### config.mk
export PLATFORM = sky130hd
export DESIGN_NAME = dense_par
export DESIGN_NICKNAME = d
export VERILOG_FILES = /design/src/rtl/dense_pkg.sv /design/src/rtl/dense_par_lane.sv /design/src/rtl/dense_par.sv
export SDC_FILE = /design/constraint.sdc
export NUM_CORES = 2
export LEC_CHECK = 0
export ABC_CLOCK_PERIOD_IN_PS = 8300
export BUFFER_PORTS_ARGS = -buffer_cell sky130_fd_sc_hd__buf_2
export CAP_MARGIN = 20
export CORE_ASPECT_RATIO = 1.1
export CORE_MARGIN = 1.5
export CORE_UTILIZATION = 30
export CTS_BUF_LIST = sky130_fd_sc_hd__clkbuf_8 sky130_fd_sc_hd__clkbuf_16
export DETAILED_ROUTE_END_ITERATION = 6
export SYNTH_ARGS = -nofsm -noshare
export SYNTH_HDL_FRONTEND = slang
export SYNTH_SLANG_ARGS = --single-unit
### constraint.sdc
create_clock -name clk -period 8.3 [get_ports clk]
set_clock_uncertainty 0.05 [all_clocks]
set_input_delay 1.66 -clock clk [delete_from_list [all_inputs] [get_ports clk]]
set_output_delay 1.66 -clock clk [all_outputs]
set_load 0.005 [all_outputs]
### src/rtl/dense_pkg.sv
// dense_pkg: shared state encoding, width helpers and saturation bounds for the dense layer
package dense_pkg;

    typedef enum logic [2:0] {
        IDLE = 3'd0,
        LOAD = 3'd1,
        MAC  = 3'd2,
        BIAS = 3'd3,
        OUT  = 3'd4
    } state_t;

    localparam int RELU_FLOOR = 0;

    function automatic int acc_width(input int d, input int n);
        return 2 * d + $clog2(n) + 1;
    endfunction

    function automatic int addr_width(input int n);
        return n > 1 ? $clog2(n) : 1;
    endfunction

    function automatic longint sat_hi(input int d);
        return (longint'(1) <<< (d - 1)) - longint'(1);
    endfunction

    function automatic longint sat_lo(input int d);
        return -(longint'(1) <<< (d - 1));
    endfunction

endpackage

### src/rtl/dense_par_lane.sv
// dense_lane: one neuron lane -- multiply-accumulate, bias add, rescale, saturate, optional ReLU
module dense_lane import dense_pkg::*; #(
    parameter int IN_COUNT  = 16,
    parameter int DATA_SIZE = 16,
    parameter int FRAC_BITS = 8,
    parameter int RELU_EN   = 1
) (
    input  logic                        clk,
    input  logic                        rst,
    input  logic                        clr,
    input  logic                        mac_en,
    input  logic                        bias_en,
    input  logic signed [DATA_SIZE-1:0] a,
    input  logic signed [DATA_SIZE-1:0] w,
    input  logic signed [DATA_SIZE-1:0] b,
    output logic        [DATA_SIZE-1:0] result
);

    localparam int AW = acc_width(DATA_SIZE, IN_COUNT);
    localparam int PW = 2 * DATA_SIZE;
    localparam logic signed [AW-1:0] HI = AW'(sat_hi(DATA_SIZE));
    localparam logic signed [AW-1:0] LO = AW'(sat_lo(DATA_SIZE));

    logic signed [PW-1:0] full;
    logic signed [AW-1:0] acc, prod, bias_ext, sum, shifted, clamped;
    logic        [DATA_SIZE-1:0] res_n;

    // full-precision product, bias aligned to the accumulator's fixed point, then rescale and clamp
    always_comb begin
        full     = PW'(a) * PW'(w);
        prod     = AW'(full);
        bias_ext = AW'(b);
        sum      = acc + (bias_ext <<< FRAC_BITS);
        shifted  = sum >>> FRAC_BITS;
        clamped  = shifted > HI ? HI : shifted < LO ? LO : shifted;
        res_n    = (RELU_EN != 0 && clamped[AW-1]) ? DATA_SIZE'(RELU_FLOOR) : DATA_SIZE'(clamped);
    end

    // accumulator cleared at the start of each group; result latched once per group
    always_ff @(posedge clk) begin
        if (rst) begin
            acc    <= '0;
            result <= '0;
        end else begin
            if (clr)
                acc <= '0;
            else if (mac_en)
                acc <= acc + prod;
            if (bias_en)
                result <= res_n;
        end
    end

endmodule

### src/rtl/dense_par.sv
// dense_par: fully connected layer computing LANES neurons at a time from a buffered input frame
module dense_par import dense_pkg::*; #(
    parameter int IN_COUNT  = 16,
    parameter int OUT_COUNT = 10,
    parameter int DATA_SIZE = 16,
    parameter int FRAC_BITS = 8,
    parameter int LANES     = 2,
    parameter int RELU_EN   = 1
) (
    input  logic                                                clk,
    input  logic                                                rst,
    input  logic                                                start,
    input  logic                                                in_valid,
    input  logic [DATA_SIZE-1:0]                                in_data,
    output logic                                                in_ready,
    output logic [addr_width(IN_COUNT*OUT_COUNT/LANES)-1:0]     weight_adr,
    input  logic [LANES*DATA_SIZE-1:0]                          weight_data,
    output logic [addr_width(OUT_COUNT/LANES)-1:0]              bias_adr,
    input  logic [LANES*DATA_SIZE-1:0]                          bias_data,
    output logic                                                out_valid,
    output logic [DATA_SIZE-1:0]                                out_data,
    input  logic                                                out_ready,
    output logic                                                out_last,
    output logic                                                busy
);

    localparam int GROUPS = OUT_COUNT / LANES;
    localparam int WA_W   = addr_width(IN_COUNT * GROUPS);
    localparam int BA_W   = addr_width(GROUPS);
    localparam int KW     = addr_width(IN_COUNT + 1);
    localparam int IW     = addr_width(IN_COUNT);
    localparam int LW     = addr_width(LANES);
    localparam logic [KW-1:0]   K_LAST = KW'(IN_COUNT - 1);
    localparam logic [KW-1:0]   K_END  = KW'(IN_COUNT);
    localparam logic [BA_W-1:0] G_LAST = BA_W'(GROUPS - 1);
    localparam logic [LW-1:0]   L_LAST = LW'(LANES - 1);

    if (OUT_COUNT % LANES != 0) begin : g_bad_lanes
        $error("dense_par: OUT_COUNT must be a multiple of LANES");
    end

    state_t              state;
    logic [KW-1:0]       k;
    logic [BA_W-1:0]     grp;
    logic [LW-1:0]       lane;
    logic [IW-1:0]       ia;
    logic [DATA_SIZE-1:0] ibuf [IN_COUNT];
    logic [DATA_SIZE-1:0] a_q;
    logic [DATA_SIZE-1:0] res [LANES];
    logic                 in_fire, out_fire;

    assign in_ready   = state == LOAD;
    assign busy       = state != IDLE;
    assign out_valid  = state == OUT;
    assign out_last   = out_valid && grp == G_LAST && lane == L_LAST;
    assign out_data   = res[lane];
    assign in_fire    = in_valid && in_ready;
    assign out_fire   = out_valid && out_ready;
    assign weight_adr = WA_W'(int'(grp) * IN_COUNT + int'(k));
    assign bias_adr   = grp;
    assign ia         = (k < K_END) ? IW'(k) : '0;

    // frame sequencing: k counts loaded words in LOAD and MAC steps in MAC; grp/lane walk the outputs
    always_ff @(posedge clk) begin
        if (rst) begin
            state <= IDLE;
            k     <= '0;
            grp   <= '0;
            lane  <= '0;
        end else begin
            case (state)
                IDLE: if (start) state <= LOAD;
                LOAD: if (in_fire) begin
                    k     <= (k == K_LAST) ? '0 : k + 1'b1;
                    state <= (k == K_LAST) ? MAC : LOAD;
                end
                MAC: begin
                    k     <= (k == K_END) ? '0 : k + 1'b1;
                    state <= (k == K_END) ? BIAS : MAC;
                end
                BIAS: state <= OUT;
                OUT: if (out_fire) begin
                    lane <= (lane == L_LAST) ? '0 : lane + 1'b1;
                    if (lane == L_LAST) begin
                        grp   <= (grp == G_LAST) ? '0 : grp + 1'b1;
                        state <= (grp == G_LAST) ? IDLE : MAC;
                    end
                end
                default: state <= IDLE;
            endcase
        end
    end

    // capture the frame and delay the activation one cycle to line up with the weight ROM read
    always_ff @(posedge clk) begin
        if (in_fire) ibuf[IW'(k)] <= in_data;
        a_q <= ibuf[ia];
    end

    for (genvar l = 0; l < LANES; l++) begin : g_lane
        dense_lane #(
            .IN_COUNT (IN_COUNT),
            .DATA_SIZE(DATA_SIZE),
            .FRAC_BITS(FRAC_BITS),
            .RELU_EN  (RELU_EN)
        ) u_lane (
            .clk    (clk),
            .rst    (rst),
            .clr    (state == MAC && k == '0),
            .mac_en (state == MAC && k != '0),
            .bias_en(state == BIAS),
            .a      (a_q),
            .w      (weight_data[l*DATA_SIZE +: DATA_SIZE]),
            .b      (bias_data[l*DATA_SIZE +: DATA_SIZE]),
            .result (res[l])
        );
    end

endmodule

==> flow_summary_export.csv <==
group,metric,value,unit
global_routing,globalRouteOverflowTotal,0,
sta,whs,407,ps
setup_path,critPathLaunch,"weight_data[8]",
detailed_routing,vias,28894,
setup_path,crit_cells,24,
setup_path,critPathKind,"primary input to register",
sta,worst_slew_pin_slew,1150,ps
global_routing,grt_pass1_vias,31086,
clocking,post_cts_resized,0,
detailed_routing,routedWlPerCell,18.6,um
synthesis,ys_seq_area_frac,0.251,
global_routing,antenna_found_initial,18,
synthesis,yosys_register_bits,390,
global_routing,grt_usage,0.165,
placement,gp_congestion,0.875,
placement,place_area,44300,um2
detailed_routing,dr.pass1.iters,6,
sta,fmax,129,MHz
min_path,hold_class,"register to register",
cells_and_area,drive_gt1_frac,0.0878,
setup_path,critPathRequiredTime,8700,ps
sta,tns,0,ps
cells_and_area,areaGrowthSynthToFinish,10.3,%
synthesis,syn-cell-area,41400,um2
synthesis,synth_cells,4076,
setup_path,critPathMostFrequentCell,"fa_1",
sta,rsz0062_at_grt,"no",
clocking,cts.clk_slew.worst_paths,60,ps
global_routing,grt_max_degree,50,
setup_path,crit_buf_inv,6,
setup_path,worst_r2r_path_depth,24,
synthesis,synth_nets,5085,
clocking,hold_buffers,0,
floorplanning,dieArea,140000,um2
setup_path,worstSetupEndpoint,"g_lane[0].u_lane.acc[36]",
clocking,htreeDepth,2,
floorplanning,die_w,357,um
setup_path,path_max_fanout,16,
synthesis,avgSynthCellArea,10.2,um2
synthesis,netlist.area_leader.share,0.309,
clocking,cts_tree,"yes",
setup_path,crit_chain,"buf_2 -> nand2_1 -> fa_1 -> inv_1 -> fa_1 -> inv_1 -> fa_1 -> inv_1 -> fa_1 -> inv_1 -> fa_1 -> inv_1 -> fa_1 -> ha_1 -> and2_1 -> and4_1 -> a311oi_1 -> o2111ai_1 -> o211ai_1 -> o211ai_1 -> a211oi_1 -> a21oi_1 -> xnor2_1 -> a22o_1",
detailed_routing,drc,0,
synthesis,ys_top_cells_by_area,"fa_1 (31%), edfxtp_1 (19%), ha_1 (8.6%), inv_1 (6.6%), dfxtp_1 (6.5%)",
cells_and_area,final_area,45700,um2
clocking,clk-insertion-delay-late,580,ps
floorplanning,die_h,393,um
floorplanning,start_util,0.303,
clocking,postCtsSetupBuffers,0,
sta,slew_violations,0,
clocking,cts_buffer_depth,3,
floorplanning,rows,142,
floorplanning,io_pins,115,
detailed_routing,viasPerCell,4.83,
sta,post-route-min-period,7760,ps
sta,fin_crit_sh,0.935,
setup_path,cp_slowest_cell,"fa_1",
global_routing,grt_pass1_wl,179,mm
synthesis,synth_cell_types,79,
clocking,numCtsBuffers,39,
synthesis,ys.flop_type,"edfxtp_1",
synthesis,async_flop_share,0,
clocking,root_buffer,"clkbuf_16",
setup_path,reg2reg_slack,760,ps
setup_path,critical_path.max_stage_delay,540,ps
outcome,status,"complete, no violations",
setup_path,path_delay_family,"adder cells",
clocking,cts.sinks,390,
setup_path,reg2reg_from,"a_q[6]",
setup_path,start_kind,"primary input",
placement,io_buffers,114,
floorplanning,coreArea,137000,um2
flow_run,maxCapViolCount,0,
setup_path,crit_path_end_kind,"register",
setup_path,crit_arrival,8160,ps
synthesis,synth_warnings,0,
placement,dp_hpwl,89.3,mm
detailed_routing,antenna_left,0,
cells_and_area,layout.nets,5159,
sta,hold_viol,0,
sta,max-slew-margin-rel,0.233,
sta,finalSetupViolations,0,
setup_path,r2r-end,"g_lane[0].u_lane.acc[36]",
detailed_routing,wl,111,mm
cells_and_area,layout_common_cells,"inv_1 (730), fa_1 (638), nand2_1 (364), ha_1 (286), edfxtp_1 (256)",
detailed_routing,drt_iter0_drc,1538,
synthesis,synth_edf_count,256,
synthesis,synth_top_cell_by_area,"fa_1",
cells_and_area,final_common_cell,"inv_1",
[how the worst min path moves through the flow]
stage | end | cells past startpoint | slack [ps] | startpoint
2_1_floorplan | g_lane[0].u_lane.acc[0] | 2 | 390 | g_lane[0].u_lane.acc[0]
3_3_place_gp | g_lane[1].u_lane.acc[0] | 2 | 390 | g_lane[1].u_lane.acc[0]
3_5_place_dp | g_lane[0].u_lane.acc[0] | 2 | 400 | g_lane[0].u_lane.acc[0]
4_1_cts | g_lane[0].u_lane.acc[1] | 2 | 410 | g_lane[0].u_lane.acc[1]
5_1_grt | g_lane[0].u_lane.acc[1] | 2 | 430 | g_lane[0].u_lane.acc[1]
6_report | g_lane[0].u_lane.acc[0] | 2 | 410 | g_lane[0].u_lane.acc[0]
[worst reg2reg max path, delay by kind of cell (launching register included)]
kind / cells / cell delay [ps]
AND/OR/NAND/NOR: 3 / 540
adder cells (fa/ha/maj): 7 / 3350
AO/OA/AOI/OAI: 7 / 1810
XOR/XNOR: 1 / 150
buffers and inverters: 6 / 620
flip-flops: 1 / 930
[sequential cells by signal, indices dropped and copies added (netlist names)]
name,count
a_q,16
bias_adr,3
g_lane.u_lane.acc,74
g_lane.u_lane.result,32
ibuf,256
k,5
lane,1
state,3
[final cells by class]
class,count,area [um2]
clock buffers,41,1000
inverters,726,2730
repair buffers,210,1350
clock inverters,29,318
flip-flops and latches,390,10400
diodes,3,7.51
well taps,1800,2250
multi-input cells,2783,27600
fillers,13793,91000
[layer usage]
| layer | up-vias | share of wire | track usage |
|---|---|---|---|
| met3 | 177 | 0.049 | 0.0232 |
| met4 | 14 | 0.037 | 0.0585 |
| li1 | 13397 | - | - |
| met1 | 14661 | 0.42 | 0.209 |
| met5 | - | 0.00088 | 0 |
| met2 | 645 | 0.49 | 0.285 |
[logic make-up after synthesis]
group / count (synthesis) / share of synthesized area
fa+ha+maj: 924 / 0.395
buf+inv: 903 / 0.0825
compound gates: 619 / 0.0992
mux: 119 / 0.0307
flops: 390 / 0.251
xor+xnor: 117 / 0.0248
simple gates: 1004 / 0.117
[synth_stat cells (81+ instances only)]
| library cell | number |
|---|---|
| xnor2_1 | 81 |
| a21oi_1 | 203 |
| clkbuf_1 | 157 |
| nor2_1 | 195 |
| dfxtp_1 | 134 |
| ha_1 | 286 |
| o21ai_0 | 115 |
| inv_1 | 724 |
| and2_1 | 240 |
| nand2_1 | 365 |
| edfxtp_1 | 256 |
| fa_1 | 638 |
[per-stage QoR]
stage	cells	util	setup slack (ps)
6_report	5982	0.334	543
5_1_grt	5979	0.334	196
4_1_cts	5978	0.334	604
3_5_place_dp	5908	0.324	64.8
3_3_place_gp	5905	0.324	67.3
2_1_floorplan	4076	-	495
Power is not shown: default switching activity piles up to over one toggle a cycle in this logic, so the estimate is an artifact.
